===== config.mk =====
export PLATFORM = sky130hd
export DESIGN_NAME = dual_eq_pipe_flat
export DESIGN_NICKNAME = d
export VERILOG_FILES = /design/src/rtl/eq_pkg.sv /design/src/rtl/dual_eq_pipe_if.sv /design/src/rtl/eq_sat_reduce.sv /design/src/rtl/dual_eq_pipe.sv /design/src/flat_wrapper.sv
export SDC_FILE = /design/constraint.sdc
export NUM_CORES = 1
export LEC_CHECK = 0
export ABC_AREA = 1
export ABC_CLOCK_PERIOD_IN_PS = 4480
export CAP_MARGIN = 20
export CORE_UTILIZATION = 23
export DETAILED_ROUTE_END_ITERATION = 7
export PLACE_DENSITY = 0.41
export SLEW_MARGIN = 40
export SYNTH_ARGS = -nofsm -noshare
export SYNTH_HDL_FRONTEND = slang
export SYNTH_SLANG_ARGS = --single-unit

===== constraint.sdc =====
create_clock -name clk -period 4.48 [get_ports clk]
set_input_delay 0.672 -clock clk [delete_from_list [all_inputs] [get_ports clk]]
set_output_delay 0.672 -clock clk [all_outputs]
set_load 0.05 [all_outputs]

===== src/rtl/eq_pkg.sv =====
// ---------------------------------------------------------------------------
// eq_pkg
// Shared definitions for the dual-equation pipeline.
//   EQ_ALT / EQ_BAT : equation tags carried with every transaction
//   SR_MAXW         : working width of the reduction helper
//   sat_reduce()    : reduces an exact signed sum to an ow-bit result,
//                     either clamping or wrapping, and returns {flag, value}
// ---------------------------------------------------------------------------
package eq_pkg;

    localparam logic EQ_ALT = 1'b0;
    localparam logic EQ_BAT = 1'b1;

    // The helper works on one wide signed width so that it can serve any
    // result width up to SR_MAXW-1 bits; callers sign-extend into it.
    localparam int SR_MAXW = 64;

    // Reduce an exact sum to ow bits.
    //   sat_en=1: clamp to [-2^(ow-1), 2^(ow-1)-1], flag = value was clamped
    //   sat_en=0: keep the low ow bits, flag = dropped bits were not a pure
    //             sign extension (i.e. the wrapped value differs from the sum)
    // The returned value is sign-extended back to SR_MAXW bits.
    function automatic logic [SR_MAXW:0] sat_reduce(
        input logic signed [SR_MAXW-1:0] sum,
        input logic                      sat_en,
        input int                        ow
    );
        logic signed [SR_MAXW-1:0] hi_s;
        logic signed [SR_MAXW-1:0] lo_s;
        logic signed [SR_MAXW-1:0] wrap_s;
        logic signed [SR_MAXW-1:0] val_s;
        logic                      flag_s;
        hi_s   = (64'sd1 <<< (ow - 32'sd1)) - 64'sd1;
        lo_s   = -hi_s - 64'sd1;
        // Shift the low ow bits to the top, then arithmetic-shift back down.
        wrap_s = (sum <<< (SR_MAXW - ow)) >>> (SR_MAXW - ow);
        if (sat_en) begin
            if (sum > hi_s) begin
                val_s  = hi_s;
                flag_s = 1'b1;
            end else if (sum < lo_s) begin
                val_s  = lo_s;
                flag_s = 1'b1;
            end else begin
                val_s  = sum;
                flag_s = 1'b0;
            end
        end else begin
            val_s  = wrap_s;
            flag_s = (wrap_s != sum);
        end
        return {flag_s, val_s};
    endfunction

endpackage


===== src/rtl/dual_eq_pipe_if.sv =====
// ---------------------------------------------------------------------------
// dual_eq_pipe_if
// Bundles the upstream (operand) and downstream (result) handshakes of
// dual_eq_pipe plus its result counters.
//   master : the side that drives operands and out_ready (source/sink)
//   slave  : the pipeline itself
// Signals
//   in_valid, in_ready, sel_eq, x1, x2, v, t, c   upstream transaction
//   out_valid, out_ready, out_eq, out_result,
//   out_sat                                       downstream result
//   alt_cnt, bat_cnt                              handed-off result counts
// ---------------------------------------------------------------------------
interface dual_eq_pipe_if #(
    parameter int DW = 8,
    parameter int OW = 16,
    parameter int CW = 16
);
    import eq_pkg::*;

    logic                 in_valid;
    logic                 in_ready;
    logic                 sel_eq;
    logic signed [DW-1:0] x1;
    logic signed [DW-1:0] x2;
    logic signed [DW-1:0] v;
    logic signed [DW-1:0] t;
    logic signed [DW-1:0] c;
    logic                 out_valid;
    logic                 out_ready;
    logic                 out_eq;
    logic signed [OW-1:0] out_result;
    logic                 out_sat;
    logic [CW-1:0]        alt_cnt;
    logic [CW-1:0]        bat_cnt;

    modport master (
        output in_valid, sel_eq, x1, x2, v, t, c, out_ready,
        input  in_ready, out_valid, out_eq, out_result, out_sat, alt_cnt, bat_cnt
    );

    modport slave (
        input  in_valid, sel_eq, x1, x2, v, t, c, out_ready,
        output in_ready, out_valid, out_eq, out_result, out_sat, alt_cnt, bat_cnt
    );

endinterface


===== src/rtl/eq_sat_reduce.sv =====
// ---------------------------------------------------------------------------
// eq_sat_reduce
// Combinational final stage: reduces an exact IW-bit signed sum to an OW-bit
// signed result, clamping (SAT=1) or wrapping (SAT=0), and raises flag when
// the result does not equal the exact sum.
// Ports
//   sum     in   IW  exact signed sum
//   result  out  OW  reduced signed result
//   flag    out  1   clamped (SAT=1) / overflowed (SAT=0)
// ---------------------------------------------------------------------------
module eq_sat_reduce
    import eq_pkg::*;
#(
    parameter int IW  = 18,
    parameter int OW  = 16,
    parameter int SAT = 1
) (
    input  logic signed [IW-1:0] sum,
    output logic signed [OW-1:0] result,
    output logic                 flag
);

    logic signed [SR_MAXW-1:0] wide_s;
    logic [SR_MAXW:0]          red_s;
    logic [SR_MAXW-OW-1:0]     unused_hi_s;

    // Widen the sum, reduce it and split the packed {flag, value} answer.
    always_comb begin
        wide_s = {{(SR_MAXW-IW){sum[IW-1]}}, sum};
        red_s  = sat_reduce(wide_s, (SAT != 32'sd0), OW);
        result = red_s[OW-1:0];
        flag   = red_s[SR_MAXW];
    end

    // Upper value bits are only a sign extension of result.
    assign unused_hi_s = red_s[SR_MAXW-1:OW];

endmodule


===== src/rtl/dual_eq_pipe.sv =====
// ---------------------------------------------------------------------------
// dual_eq_pipe
// Three-stage signed datapath computing, per accepted transaction, either
//   ALT = CA*x1 + CB*x2     (sel_eq = 0)
//   BAT = v*t + c           (sel_eq = 1)
// with optional saturation to OW bits and per-equation hand-off counters.
// The whole pipe advances together whenever the output register is empty or
// being drained (en = !out_valid | out_ready); otherwise every stage holds.
// Ports
//   clk   in  1   rising-edge clock
//   rst   in  1   synchronous active-low reset
//   bus   slave modport of dual_eq_pipe_if (operands, results, counters)
// ---------------------------------------------------------------------------
module dual_eq_pipe
    import eq_pkg::*;
#(
    parameter int DW  = 8,
    parameter int OW  = 2*DW,
    parameter int CA  = 3,
    parameter int CB  = 5,
    parameter int SAT = 1,
    parameter int CW  = 16
) (
    input logic           clk,
    input logic           rst,
    dual_eq_pipe_if.slave bus
);

    // Internal width: two guard bits above the larger of OW and a full DW*DW
    // product, so products and their sum stay exact even when OW is narrowed
    // below 2*DW and the reducer has to see the true value to clamp it.
    localparam int PW = ((OW > 2*DW) ? OW : 2*DW) + 2;

    localparam logic signed [PW-1:0] CA_W = PW'(CA);
    localparam logic signed [PW-1:0] CB_W = PW'(CB);

    logic                 en_s;

    logic                 s1_valid_r;
    logic                 s1_sel_r;
    logic signed [DW-1:0] s1_x1_r;
    logic signed [DW-1:0] s1_x2_r;
    logic signed [DW-1:0] s1_v_r;
    logic signed [DW-1:0] s1_t_r;
    logic signed [DW-1:0] s1_c_r;

    logic signed [PW-1:0] p0_s;
    logic signed [PW-1:0] p1_s;

    logic                 s2_valid_r;
    logic                 s2_sel_r;
    logic signed [PW-1:0] s2_p0_r;
    logic signed [PW-1:0] s2_p1_r;

    logic signed [PW-1:0] sum_s;
    logic signed [OW-1:0] red_result_s;
    logic                 red_flag_s;

    logic                 out_valid_r;
    logic                 out_eq_r;
    logic signed [OW-1:0] out_result_r;
    logic                 out_sat_r;

    logic [CW-1:0]        alt_cnt_r;
    logic [CW-1:0]        bat_cnt_r;

    // Sign-extend an operand to the internal width.
    function automatic logic signed [PW-1:0] sext(input logic signed [DW-1:0] a);
        return {{(PW-DW){a[DW-1]}}, a};
    endfunction

    // Global advance: free when the result register is empty or being taken.
    always_comb begin
        en_s = ~out_valid_r | bus.out_ready;
    end

    // Stage 1: capture operands, tag and valid (bubbles enter as valid=0).
    always_ff @(posedge clk) begin
        if (!rst) begin
            s1_valid_r <= 1'b0;
            s1_sel_r   <= EQ_ALT;
            s1_x1_r    <= '0;
            s1_x2_r    <= '0;
            s1_v_r     <= '0;
            s1_t_r     <= '0;
            s1_c_r     <= '0;
        end else if (en_s) begin
            s1_valid_r <= bus.in_valid;
            s1_sel_r   <= bus.sel_eq;
            s1_x1_r    <= bus.x1;
            s1_x2_r    <= bus.x2;
            s1_v_r     <= bus.v;
            s1_t_r     <= bus.t;
            s1_c_r     <= bus.c;
        end else begin
            s1_valid_r <= s1_valid_r;
        end
    end

    // Stage 2 operands: pick the two addends for the selected equation.
    always_comb begin
        p0_s = '0;
        p1_s = '0;
        if (s1_sel_r == EQ_BAT) begin
            p0_s = sext(s1_v_r) * sext(s1_t_r);
            p1_s = sext(s1_c_r);
        end else begin
            p0_s = CA_W * sext(s1_x1_r);
            p1_s = CB_W * sext(s1_x2_r);
        end
    end

    // Stage 2 register: addends plus tag and valid.
    always_ff @(posedge clk) begin
        if (!rst) begin
            s2_valid_r <= 1'b0;
            s2_sel_r   <= EQ_ALT;
            s2_p0_r    <= '0;
            s2_p1_r    <= '0;
        end else if (en_s) begin
            s2_valid_r <= s1_valid_r;
            s2_sel_r   <= s1_sel_r;
            s2_p0_r    <= p0_s;
            s2_p1_r    <= p1_s;
        end else begin
            s2_valid_r <= s2_valid_r;
        end
    end

    // Stage 3 sum: exact at PW bits by construction.
    always_comb begin
        sum_s = s2_p0_r + s2_p1_r;
    end

    eq_sat_reduce #(
        .IW  (PW),
        .OW  (OW),
        .SAT (SAT)
    ) u_sat_reduce (
        .sum    (sum_s),
        .result (red_result_s),
        .flag   (red_flag_s)
    );

    // Stage 3 register: the presented result, frozen while stalled.
    always_ff @(posedge clk) begin
        if (!rst) begin
            out_valid_r  <= 1'b0;
            out_eq_r     <= EQ_ALT;
            out_result_r <= '0;
            out_sat_r    <= 1'b0;
        end else if (en_s) begin
            out_valid_r  <= s2_valid_r;
            out_eq_r     <= s2_sel_r;
            out_result_r <= red_result_s;
            out_sat_r    <= red_flag_s;
        end else begin
            out_valid_r  <= out_valid_r;
        end
    end

    // Hand-off counters, one per equation, free-running wrap.
    always_ff @(posedge clk) begin
        if (!rst) begin
            alt_cnt_r <= '0;
            bat_cnt_r <= '0;
        end else if (out_valid_r && bus.out_ready) begin
            if (out_eq_r == EQ_ALT) begin
                alt_cnt_r <= alt_cnt_r + CW'(1'b1);
            end else begin
                bat_cnt_r <= bat_cnt_r + CW'(1'b1);
            end
        end else begin
            alt_cnt_r <= alt_cnt_r;
        end
    end

    assign bus.in_ready   = en_s;
    assign bus.out_valid  = out_valid_r;
    assign bus.out_eq     = out_eq_r;
    assign bus.out_result = out_result_r;
    assign bus.out_sat    = out_sat_r;
    assign bus.alt_cnt    = alt_cnt_r;
    assign bus.bat_cnt    = bat_cnt_r;

endmodule


===== src/flat_wrapper.sv =====
// flat-port wrapper written by rule: the top's interface ports become plain ports
module dual_eq_pipe_flat import eq_pkg::*;
#(
    parameter int DW  = 8,
    parameter int OW  = 2*DW,
    parameter int CA  = 3,
    parameter int CB  = 5,
    parameter int SAT = 1,
    parameter int CW  = 16
)
  (clk, rst, bus_in_valid, bus_sel_eq, bus_x1, bus_x2, bus_v, bus_t, bus_c, bus_out_ready, bus_in_ready, bus_out_valid, bus_out_eq, bus_out_result, bus_out_sat, bus_alt_cnt, bus_bat_cnt);
  dual_eq_pipe_if #(.DW(DW), .OW(OW), .CW(CW)) bus_i ();
  input logic clk;
  input logic rst;
  input wire logic [$bits(bus_i.in_valid)-1:0] bus_in_valid;
  input wire logic [$bits(bus_i.sel_eq)-1:0] bus_sel_eq;
  input wire logic [$bits(bus_i.x1)-1:0] bus_x1;
  input wire logic [$bits(bus_i.x2)-1:0] bus_x2;
  input wire logic [$bits(bus_i.v)-1:0] bus_v;
  input wire logic [$bits(bus_i.t)-1:0] bus_t;
  input wire logic [$bits(bus_i.c)-1:0] bus_c;
  input wire logic [$bits(bus_i.out_ready)-1:0] bus_out_ready;
  output wire logic [$bits(bus_i.in_ready)-1:0] bus_in_ready;
  output wire logic [$bits(bus_i.out_valid)-1:0] bus_out_valid;
  output wire logic [$bits(bus_i.out_eq)-1:0] bus_out_eq;
  output wire logic [$bits(bus_i.out_result)-1:0] bus_out_result;
  output wire logic [$bits(bus_i.out_sat)-1:0] bus_out_sat;
  output wire logic [$bits(bus_i.alt_cnt)-1:0] bus_alt_cnt;
  output wire logic [$bits(bus_i.bat_cnt)-1:0] bus_bat_cnt;
  assign bus_i.in_valid = bus_in_valid;
  assign bus_i.sel_eq = bus_sel_eq;
  assign bus_i.x1 = bus_x1;
  assign bus_i.x2 = bus_x2;
  assign bus_i.v = bus_v;
  assign bus_i.t = bus_t;
  assign bus_i.c = bus_c;
  assign bus_i.out_ready = bus_out_ready;
  assign bus_in_ready = bus_i.in_ready;
  assign bus_out_valid = bus_i.out_valid;
  assign bus_out_eq = bus_i.out_eq;
  assign bus_out_result = bus_i.out_result;
  assign bus_out_sat = bus_i.out_sat;
  assign bus_alt_cnt = bus_i.alt_cnt;
  assign bus_bat_cnt = bus_i.bat_cnt;
  dual_eq_pipe #(.DW(DW), .OW(OW), .CA(CA), .CB(CB), .SAT(SAT), .CW(CW)) u_core (.clk(clk), .rst(rst), .bus(bus_i));
endmodule

# == Word level (Yosys, flattened, before mapping) ==
# Cells that the tools add are included.
# op_classes
n_addsub,3
mul,3
n_lt_le_gt_ge,2
mux,6
n_bitwise,3
n_reduce_logical,3
# op_table
op,n
$mux W18,2
$add A16 B1 Y16 const B,2
$mux W16,2
$add A18 B18 Y18,1
$gt A18 B16 Y1 const B,1
$lt A18 B16 Y1 const B,1
$mul A8 B8 Y16,1
$mul A4 B8 Y12 const A,1
$mul A3 B8 Y11 const A,1
$reduce_and A2 Y1,2
$mux W1,2
$not A1 Y1,2
$logic_and A1 B1 Y1,1
$or A1 B1 Y1,1
# word_totals
regBits,131
input_bits,45
output_inout_bits,52
elab_cells,37

# == Longest topological paths before layout ==
# Gate-level depths: netlist (run 1).
# logic_depth
ltp_word,4
mapped_depth,22
mapped_depth_nobuf,21

# == Cells and area by module ==
# A second synthesis (run 1) with hierarchy kept.
# hier_totals
cells_unflattened,1317
hier_area_um2,9320.2
# modules_own_cells
mod,instances,cells_per_inst,area_per_inst_um2,seq_area_each_um2
dual_eq_pipe,1,1280,9132.5,2462.4
eq_sat_reduce,1,37,187.7,0.0

# == Least setup slack after synthesis (run 1) ==
# Ideal clock, no wire load.
# synth_path
path_kind,register to register
from,register u_core.s1_t_r[7]
to,register u_core.s2_p0_r[11]
setup_ns,0.109
t_arrival_ns,4.146
t_required_ns,4.371
slack_ns,0.225
stages_incl_launch_ff,20
path_buffers,0
period_less_slack_ns,4.255
path_cell_list,dfxtp_1 > clkinv_1 > or2_2 > fa_1 > fa_1 > inv_1 > fa_1 > inv_1 > fa_1 > inv_1 > ha_1 > nand2_1 > o21ai_0 > a21oi_1 > o21ai_0 > nand2_1 > nand3_1 > nand2_1 > nand2_1 > inv_1
# synth_between
elab_chain_cells,2
# synth_lines
item,line_no,rtl
"start, declared",dual_eq_pipe.sv:44,logic signed [DW-1:0] s1_t_r;
"start signal, assigned",dual_eq_pipe.sv:93,s1_t_r <= bus.t;
$mul A8 B8 Y16,dual_eq_pipe.sv:105,p0_s = sext(s1_v_r) * sext(s1_t_r);
$mux W18,dual_eq_pipe.sv:104,if (s1_sel_r == EQ_BAT) begin
"end signal, assigned",dual_eq_pipe.sv:123,s2_p0_r <= p0_s;
"end, declared",dual_eq_pipe.sv:52,logic signed [PW-1:0] s2_p0_r;
# No other way between the ends.
# A chain may end at the register's enable or synchronous reset.

# == Worst setup path in the final report (run 1) ==
# layout_path
from,register u_core.s1_t_r[7]
to,register u_core.s2_p0_r[12]
# Same word-level chain as after synthesis.

==> metrics.txt, run 1 <==
detail-routed net length per standard cell=12.7 um; Pre-Repair DR Iteration Count=6; highest net fanout along the worst path=6; RSZ-0062 raised after global routing=yes; design area=11500 um^2; largest net degree at the start of global routing=105; async set-reset flop share out of synthesis=0%; Switching Fraction=34.8%; Reg power frac=33.0%; Via density=4.18; worst slew pin tran=730 ps; row cnt=73; cts repair resizes=0; register area=2470 um^2; Hold Slack=479 ps; drc violations=0; RD Place Congestion=0.813; Cells after Synth=1313; commonest non-fill, non-tap cell in the layout=nand2_1; outcome=finished clean; final setup fails=0; crit path launch=u_core.s1_t_r[7]$_SDFFE_PN0P_; Clock power frac=37.3%; total gr overflow=0; ANT nets after route=0; Multi-input gate area=5850 um^2; H-tree Lvls=4; Power, Total=3830 uW; Logic pwr share=29.7%; worst path arrival time=4540 ps; Max VDD drop=0.233 mV; CTS buffer count=17; FILL cells=4433; Area Growth Syn to Fin=23.1%; YS warnings=0; r2r endpoint=u_core.s2_p0_r[12]$_SDFFE_PN0P_; Crit Path Category=register to register; initial DRC count=406; hold buffer count at cts=0; port bufs=96; Tmin final=4210 ps; Clock transition at path regs=60 ps; worst r2r src=u_core.s1_t_r[7]$_SDFFE_PN0P_; root buf cell=clkbuf_16; Die X=204 um; Reg2Reg Depth=18; Net Count, Synth=1490; CP endpoint=u_core.s2_p0_r[12]$_SDFFE_PN0P_; R2R setup slack=270 ps; n_diodes=0; initial antenna violation count=0; Sink Count=123; setup TNS=0 ps; nets@finish=1567; Post-synth top flop=dfxtp_1; CP Launch Type=register; Worst-Skew Late Latency=430 ps; first-pass GRT wire length=40.7 mm; Fmax=237 MHz; Slew Viols, Final=0; Net Switching=1330 uW; Rel. slew slack=51.4%; die area=41600 um^2; CTS tree=yes; WL final=24.4 mm; Synth Area per Inst=7.14 um^2; max_cap viols=0; Die Height=204 um; Power Internal=2500 uW; IO Count=97; Layout Skew=10.2 ps; share of cells above drive strength 1=8.55%; most frequent cells in the layout=nand2_1 (234), inv_1 (225), nor2_1 (146); Post-CTS Setup Bufs=0; crit path capture type=register; dpl cell area=10900 um^2; Critical Path RT=4810 ps; dpl hpwl=19.1 mm; Seq cells post-synth=123; Mapped Area=9370 um^2; Initial Util=23.4%; core box area=40000 um^2; Post-synth EDFFs=0; worst hold path class=register to register; leakage=0.00556 uW; Total GRT Usage=12.2%; Vias=8064; vias in the first global route=8011; clk buf depth=2; power density over the cells=332 nW/um^2; Period Utilization, post-route=94.0%; final core occ=28.8%; final hold vios=0; Netlist cell types=43; post-synthesis sequential area ratio=26.3%
worst min path at each step:
stage	start	end	slack, ps	cells after the start
5_1_grt	u_core.s1_c_r[3]$_SDFFE_PN0P_	u_core.s2_p1_r[3]$_SDFFE_PN0P_	500	2
4_1_cts	u_core.bus.alt_cnt[15]$_SDFFE_PN0P_	u_core.bus.alt_cnt[15]$_SDFFE_PN0P_	480	2
3_3_place_gp	u_core.bus.alt_cnt[15]$_SDFFE_PN0P_	u_core.bus.alt_cnt[15]$_SDFFE_PN0P_	460	2
2_1_floorplan	u_core.s2_valid_r$_SDFFE_PN0P_	u_core.bus.out_valid$_SDFFE_PN0P_	440	2
3_5_place_dp	u_core.bus.alt_cnt[15]$_SDFFE_PN0P_	u_core.bus.alt_cnt[15]$_SDFFE_PN0P_	460	2
6_report	u_core.bus.alt_cnt[15]$_SDFFE_PN0P_	u_core.bus.alt_cnt[15]$_SDFFE_PN0P_	480	2
flip-flops by register name, summed over array words and instances (netlist names), 8 cells and up:
name / flops
u_core.bus.alt_cnt: 16
u_core.bus.bat_cnt: 16
u_core.bus.out_result: 16
u_core.s1_c_r: 8
u_core.s1_t_r: 8
u_core.s1_v_r: 8
u_core.s1_x1_r: 8
u_core.s1_x2_r: 8
u_core.s2_p0_r: 16
u_core.s2_p1_r: 12
synthesized netlist by cell type (13+ instances only):
library cell	n	area share, %
nand2_1	235	9.4
inv_1	227	9.1
nor2_1	147	5.9
o21ai_0	127	6.8
dfxtp_1	123	26
a21oi_1	76	4.1
ha_1	74	9.9
fa_1	58	12
nand3_1	49	2.6
clkbuf_1	48	1.9
xnor2_1	15	1.4
a31oi_1	14	0.93
a21oi_2	13	1.2
through the flow:
stage | cells | worst slack, ps
6_report | 1928 | 268
2_1_floorplan | 1313 | 225
3_3_place_gp | 1896 | 157
5_1_grt | 1928 | 3.51
3_5_place_dp | 1896 | 107
4_1_cts | 1928 | 80.1
kinds of logic after synthesis:
group,after synthesis,synth area share [%]
AND/OR/NAND/NOR,491,22.3
buffers and inverters,290,11.9
AO/OA/AOI/OAI,251,14.8
adder cells (fa/ha/maj),132,22.3
flip-flops,123,26.3
XOR/XNOR,25,2.34
multiplexers,1,0.107
layout make-up:
cell class                 instances  share of cell area, %
tap                              525                   5.70
clock buffer                      21                   3.91
inverter                         237                   7.71
sequential                       123                   21.4
multi-input combinational        900                   50.7
clock inverter                    11                   1.25
timing repair buffer             111                   9.32
worst max-delay path, cell delays in order, from the launching register on:
cell       delay, ps
dfxtp_1          360
clkinv_1          80
or2_2            290
fa_1             500
fa_1             540
inv_1             50
fa_1             520
inv_1             50
fa_1             520
inv_1             70
ha_4             260
a21oi_2          150
nand2_1          110
nand2_1           70
o2111ai_1        110
o21ai_0          240
nand2_1           80
nand2_1           70
inv_1             30
metal layers:
| layer | wire (um) | part of all wire [%] | global-route usage (%) |
|---|---|---|---|
| met5 | 0 | 0 | 0 |
| met4 | 283 | 1.2 | 3.14 |
| met3 | 599 | 2.5 | 2.07 |
| met2 | 10400 | 43 | 18.5 |
| met1 | 13100 | 54 | 17.7 |
power groups by stage:
stage                     Clock [uW]  Sequential, uW  Combinational, uW
after global placement             0            1290               1130
after global routing            1520            1280               1300
after detailed placement           0            1290               1130
after floorplan                    0            1380                722
final                           1430            1260               1140
after CTS                       1470            1270               1140
(Power assumes the default switching activity.)
==> inputs of run 2 (changes only) <==
- ABC_AREA: 1 -> 0
- CORE_ASPECT_RATIO: unset -> 0.6
- PLACE_DENSITY: 0.41 -> 0.42
==> metrics.txt, run 2 <==
core box area=37800 um^2; Clock transition at path regs=60 ps; final core occ=29.9%; design area=11300 um^2; min-delay src=u_core.s1_c_r[6]$_SDFFE_PN0P_; CP Launch Type=register; final hold vios=0; Mapped Area=8870 um^2; clk buf depth=2; ANT nets after route=0; setup TNS=0 ps; CTS buffer count=17; most frequent cells in the layout=nand2_1 (138), dfxtp_1 (109), inv_1 (95), clkdlybuf4s50_1 (95), a21oi_1 (77); root buf cell=clkbuf_16; port bufs=96; FILL cells=4076; async set-reset flop share out of synthesis=0%; Slew Viols, Final=0; vias in the first global route=7307; row cnt=55; Synth top cells by count=nand2_1 (138), dfxtp_1 (123), inv_1 (98); Layout Skew=9.88 ps; Fmax=234 MHz; Die Height=154 um; crit path cell chain=and2_4 -> fa_2 -> inv_4 -> fa_1 -> inv_1 -> fa_1 -> inv_1 -> fa_1 -> inv_1 -> ha_2 -> and2_4 -> a31o_2 -> a31oi_1 -> a21oi_1 -> nor3b_1 -> or3_1; WP buf/inv=4; Synth Area per Inst=8.53 um^2; Netlist cell types=55; CP top delay family=adder cells; Setup WS post-layout=201 ps; Area Growth Syn to Fin=27.4%; RD Place Congestion=0.801; Seq cells post-synth=123; hold depth=2; outcome=finished clean; Vias=7234; initial DRC count=400; max_cap viols=0; Worst-Skew Late Latency=430 ps; first-pass GRT wire length=40.5 mm; Crit Path Category=register to register; WP depth=16; drc violations=0; Die X=256 um; highest net fanout along the worst path=6; Period Utilization, post-route=95.5%; worst hold path class=register to register; final setup fails=0; Post-synth EDFFs=0; hold buffer count at cts=0; Crit-path slowest cell=fa_2; total gr overflow=0; Worst Hold Endpoint=u_core.s1_c_r[6]$_SDFFE_PN0P_; largest net degree at the start of global routing=72; dpl hpwl=19.0 mm; Max VDD drop=0.180 mV; detail-routed net length per standard cell=14.7 um; Pre-Repair DR Iteration Count=4; share of cells above drive strength 1=10.3%; count leader, synth=nand2_1; initial antenna violation count=0; Via density=4.32; R2R setup slack=200 ps; Total GRT Usage=13.0%; post-synthesis sequential area ratio=27.7%; IO Count=97; Rel. slew slack=44.2%; commonest non-fill, non-tap cell in the layout=nand2_1; WL final=24.7 mm; worst slew pin tran=837 ps; CTS tree=yes; r2r endpoint=u_core.s2_p0_r[16]$_SDFFE_PN0P_; Reg2Reg Depth=16; Tmin final=4280 ps; Cells after Synth=1041; crit-path max cell delay=610 ps; Critical Path RT=4790 ps; power density over the cells=336 nW/um^2; Sink Count=123; Post-synth top flop=dfxtp_1; Initial Util=23.4%; Hold Slack=452 ps; Synth area leaders=dfxtp_1 (28%), fa_1 (13%), ha_1 (10%); leakage=0.00487 uW; nets@finish=1327; worst r2r src=u_core.s1_t_r[4]$_SDFFE_PN0P_; largest area contributor in the netlist=dfxtp_1; YS warnings=0; worst path arrival time=4590 ps; die area=39400 um^2; n_diodes=0; Net Count, Synth=1218; dpl cell area=10600 um^2; Yosys top cell area share=27.7%; H-tree Lvls=4; setup slack at placement=-61.7 ps; crit path capture type=register
[run 2: cell count changes after synthesis, sizes merged, moves of 25 or more]
cell | previous run | this run
inv | 236 | 98
nor2 | 161 | 61
nand3 | 51 | 15
xnor2 | 15 | 40
o21ai | 128 | 56
nand2 | 248 | 138
and2 | 2 | 51
[run 2: tightest hold or removal path, stage by stage (launching register included)]
cell	delay [ps]
dfxtp_1	310
nand2_1	50
a21oi_1	50
[run 2: cell families after synthesis]
logic type | count (synthesis) | synth area share [%]
flops | 123 | 27.7
buf+inv | 142 | 6.12
simple gates | 335 | 18.0
xor+xnor | 60 | 5.92
mux | 17 | 1.95
fa+ha+maj | 132 | 23.5
compound gates | 232 | 16.8
[run 2: per-layer routing]
layer,vias up,share of wire [%],track usage [%]
met3,9,3.8,3.17
met1,3408,58,20.4
met4,0,0.49,2.22
met2,95,38,17.6
li1,3722,-,-
met5,-,0,0
[run 2: cell type report]
type	instances	area, um^2	share of cell area, %
Tap cell	513	642	5.68
Multi-Input combinational cell	776	5950	52.6
Timing Repair Buffer	133	1240	11.0
Inverter	99	375	3.32
Clock inverter	14	158	1.39
Clock buffer	18	439	3.89
Sequential cell	123	2500	22.1
[run 2: per-stage QoR]
| step | cells | total power [uW] |
|---|---|---|
| after floorplan | 1041 | 2010 |
| after CTS | 1674 | 3840 |
| after global placement | 1642 | 2380 |
| after global routing | 1676 | 4040 |
| after detailed placement | 1642 | 2380 |
| final | 1676 | 3790 |
[run 2: how the worst max path moves through the flow]
| stage | startpoint | endpoint | slack (ps) |
|---|---|---|---|
| after floorplan | u_core.s1_t_r[3]$_SDFFE_PN0P_ | u_core.s2_p0_r[16]$_SDFFE_PN0P_ | 150 |
| after global placement | u_core.s1_v_r[7]$_SDFFE_PN0P_ | u_core.s2_p0_r[16]$_SDFFE_PN0P_ | -0.3 |
| after detailed placement | u_core.s1_t_r[3]$_SDFFE_PN0P_ | u_core.s2_p0_r[16]$_SDFFE_PN0P_ | -60 |
| after CTS | u_core.s1_t_r[3]$_SDFFE_PN0P_ | u_core.s2_p0_r[16]$_SDFFE_PN0P_ | 3 |
| after global routing | u_core.s1_t_r[4]$_SDFFE_PN0P_ | u_core.s2_p0_r[14]$_SDFFE_PN0P_ | -7 |
| final | u_core.s1_t_r[4]$_SDFFE_PN0P_ | u_core.s2_p0_r[16]$_SDFFE_PN0P_ | 200 |
[run 2: what timing repair did]
action	4_1_cts	5_1_grt
setup buffers	0	2
gates resized for setup	6	41
setup endpoints to repair	3	5
pin swaps	0	11
[run 2: where the power goes]
part	internal [uW]	total, uW	switching, uW
registers	1180	1250	71.4
logic	466	1110	648
clock network	845	1420	578
total	2490	3790	1300
==> inputs of run 3 (changes only) <==
- PLACE_DENSITY: 0.42 -> unset
==> metrics.txt, run 3 (synthesized netlist as in run 2, its figures left out) <==
initial antenna violation count=0; CP Launch Type=register; Die X=256 um; worst hold path class=register to register; share of cells above drive strength 1=9.67%; die area=39400 um^2; final setup fails=0; Reg2Reg Depth=15; Sink Count=123; Vias=7311; final hold vios=0; ANT nets after route=0; Layout Skew=7.72 ps; CTS buffer count=17; largest net degree at the start of global routing=106; Worst-Skew Late Latency=420 ps; Rel. slew slack=49.4%; CTS tree=yes; port bufs=96; worst slew pin tran=755 ps; nets@finish=1313; root buf cell=clkbuf_16; Critical Path RT=4780 ps; highest net fanout along the worst path=6; Via density=4.40; outcome=finished clean; busiest grt layer=met1; max_cap viols=0; H-tree Lvls=4; dpl hpwl=18.0 mm; Clock transition at path regs=60 ps; core box area=37800 um^2; Die Height=154 um; total gr overflow=0; hold depth=2; crit path capture type=register; Max VDD drop=0.216 mV; worst path arrival time=4630 ps; n_diodes=0; row cnt=55; initial DRC count=420; clk buf depth=2; commonest non-fill, non-tap cell in the layout=nand2_1; Crit Path Category=register to register; RD Place Congestion=0.858; Power, Total=3800 uW; Total GRT Usage=12.2%; Period Utilization, post-route=96.7%; drc violations=0; M2 GR Usage=17.0%; Area Growth Syn to Fin=26.9%; Fmax=231 MHz; Slew Viols, Final=0; RSZ-0062 raised after global routing=no; Pre-Repair DR Iteration Count=5; most frequent cells in the layout=nand2_1 (137), dfxtp_1 (109), clkdlybuf4s50_1 (96); first-pass GRT wire length=38.4 mm; grt met3 use=2.64%; Tmin final=4330 ps; IO Count=97; power density over the cells=337 nW/um^2; detail-routed net length per standard cell=14.1 um; WL final=23.4 mm; met1 Usage GRT=18.7%; leakage=0.00483 uW; vias in the first global route=7077; setup slack at placement=-67.3 ps; Initial Util=23.4%; hold buffer count at cts=0; Setup WS post-layout=147 ps; setup TNS=0 ps
-- run 3: cell types whose count changed in the layout (fill, tap and decap cells not counted), sizes merged --
cell	change
clkdlybuf4s50	+1
inv	-4
dlymetal6s2s	+1
buf	-16
clkinv	-2
clkbuf	+4
bufinv	+1
-- run 3: routing by layer --
metal  vias to the layer above  share of wire [%]  wire length (um)
met4                         0               0.94               220
li1                       3681                  -                 -
met3                        12                5.3              1250
met1                      3474                 54             12700
met5                         -                  0                 0
met2                       144                 39              9200
-- run 3: timing repair --
item | in CTS | in global routing
endpoints found under the hold margin | 0 | 0
pin swaps | 0 | 18
endpoints found under the setup margin | 2 | 6
gates resized for setup | 7 | 39
setup buffers | 0 | 1
-- run 3: path summary, 6_finish.rpt --
kind | start | to | slack, ps
setup / recovery | u_core.s1_v_r[7]$_SDFFE_PN0P_ | u_core.s2_p0_r[16]$_SDFFE_PN0P_ | 150
hold / removal | u_core.s1_c_r[2]$_SDFFE_PN0P_ | u_core.s1_c_r[2]$_SDFFE_PN0P_ | 450
setup reg to reg | u_core.s1_v_r[7]$_SDFFE_PN0P_ | u_core.s2_p0_r[16]$_SDFFE_PN0P_ | 150
hold reg to reg | u_core.s1_c_r[2]$_SDFFE_PN0P_ | u_core.s1_c_r[2]$_SDFFE_PN0P_ | 450
-- run 3: area by class of cell --
cell class | count | area, um^2
Inverter | 99 | 373
Multi-Input combinational cell | 776 | 6000
Fill cell | 4016 | 26600
Clock inverter | 9 | 136
Sequential cell | 123 | 2480
Clock buffer | 22 | 474
Timing Repair Buffer | 119 | 1150
Tap cell | 513 | 642
-- run 3: per-stage QoR --
step	utilization, %	instance area, um^2	hold WS (ps)	instances
after floorplan	-	8870	432	1041
after global placement	27.7	10500	438	1629
after detailed placement	27.7	10500	448	1629
after CTS	29.4	11100	456	1660
after global routing	29.7	11300	467	1661
final	29.7	11300	452	1661
-- run 3: critical path, cell delays in order (launching register included) --
cell and delay [ps]:
dfxtp_4 370, dlymetal6s2s_1 170, and2_1 220, ha_4 230, fa_1 590, inv_2 90
fa_1 510, fa_1 550, inv_1 60, ha_4 260, and2_4 160, a31o_2 230
a31oi_1 140, a21oi_1 100, nor3b_2 160, or3_1 360
-- run 3: power by group --
| part | leakage [uW] | switching [uW] | internal, uW |
|---|---|---|---|
| clock | 0.000293 | 531 | 920 |
| combinational | 0.00352 | 648 | 444 |
| sequential | 0.00102 | 70.3 | 1190 |
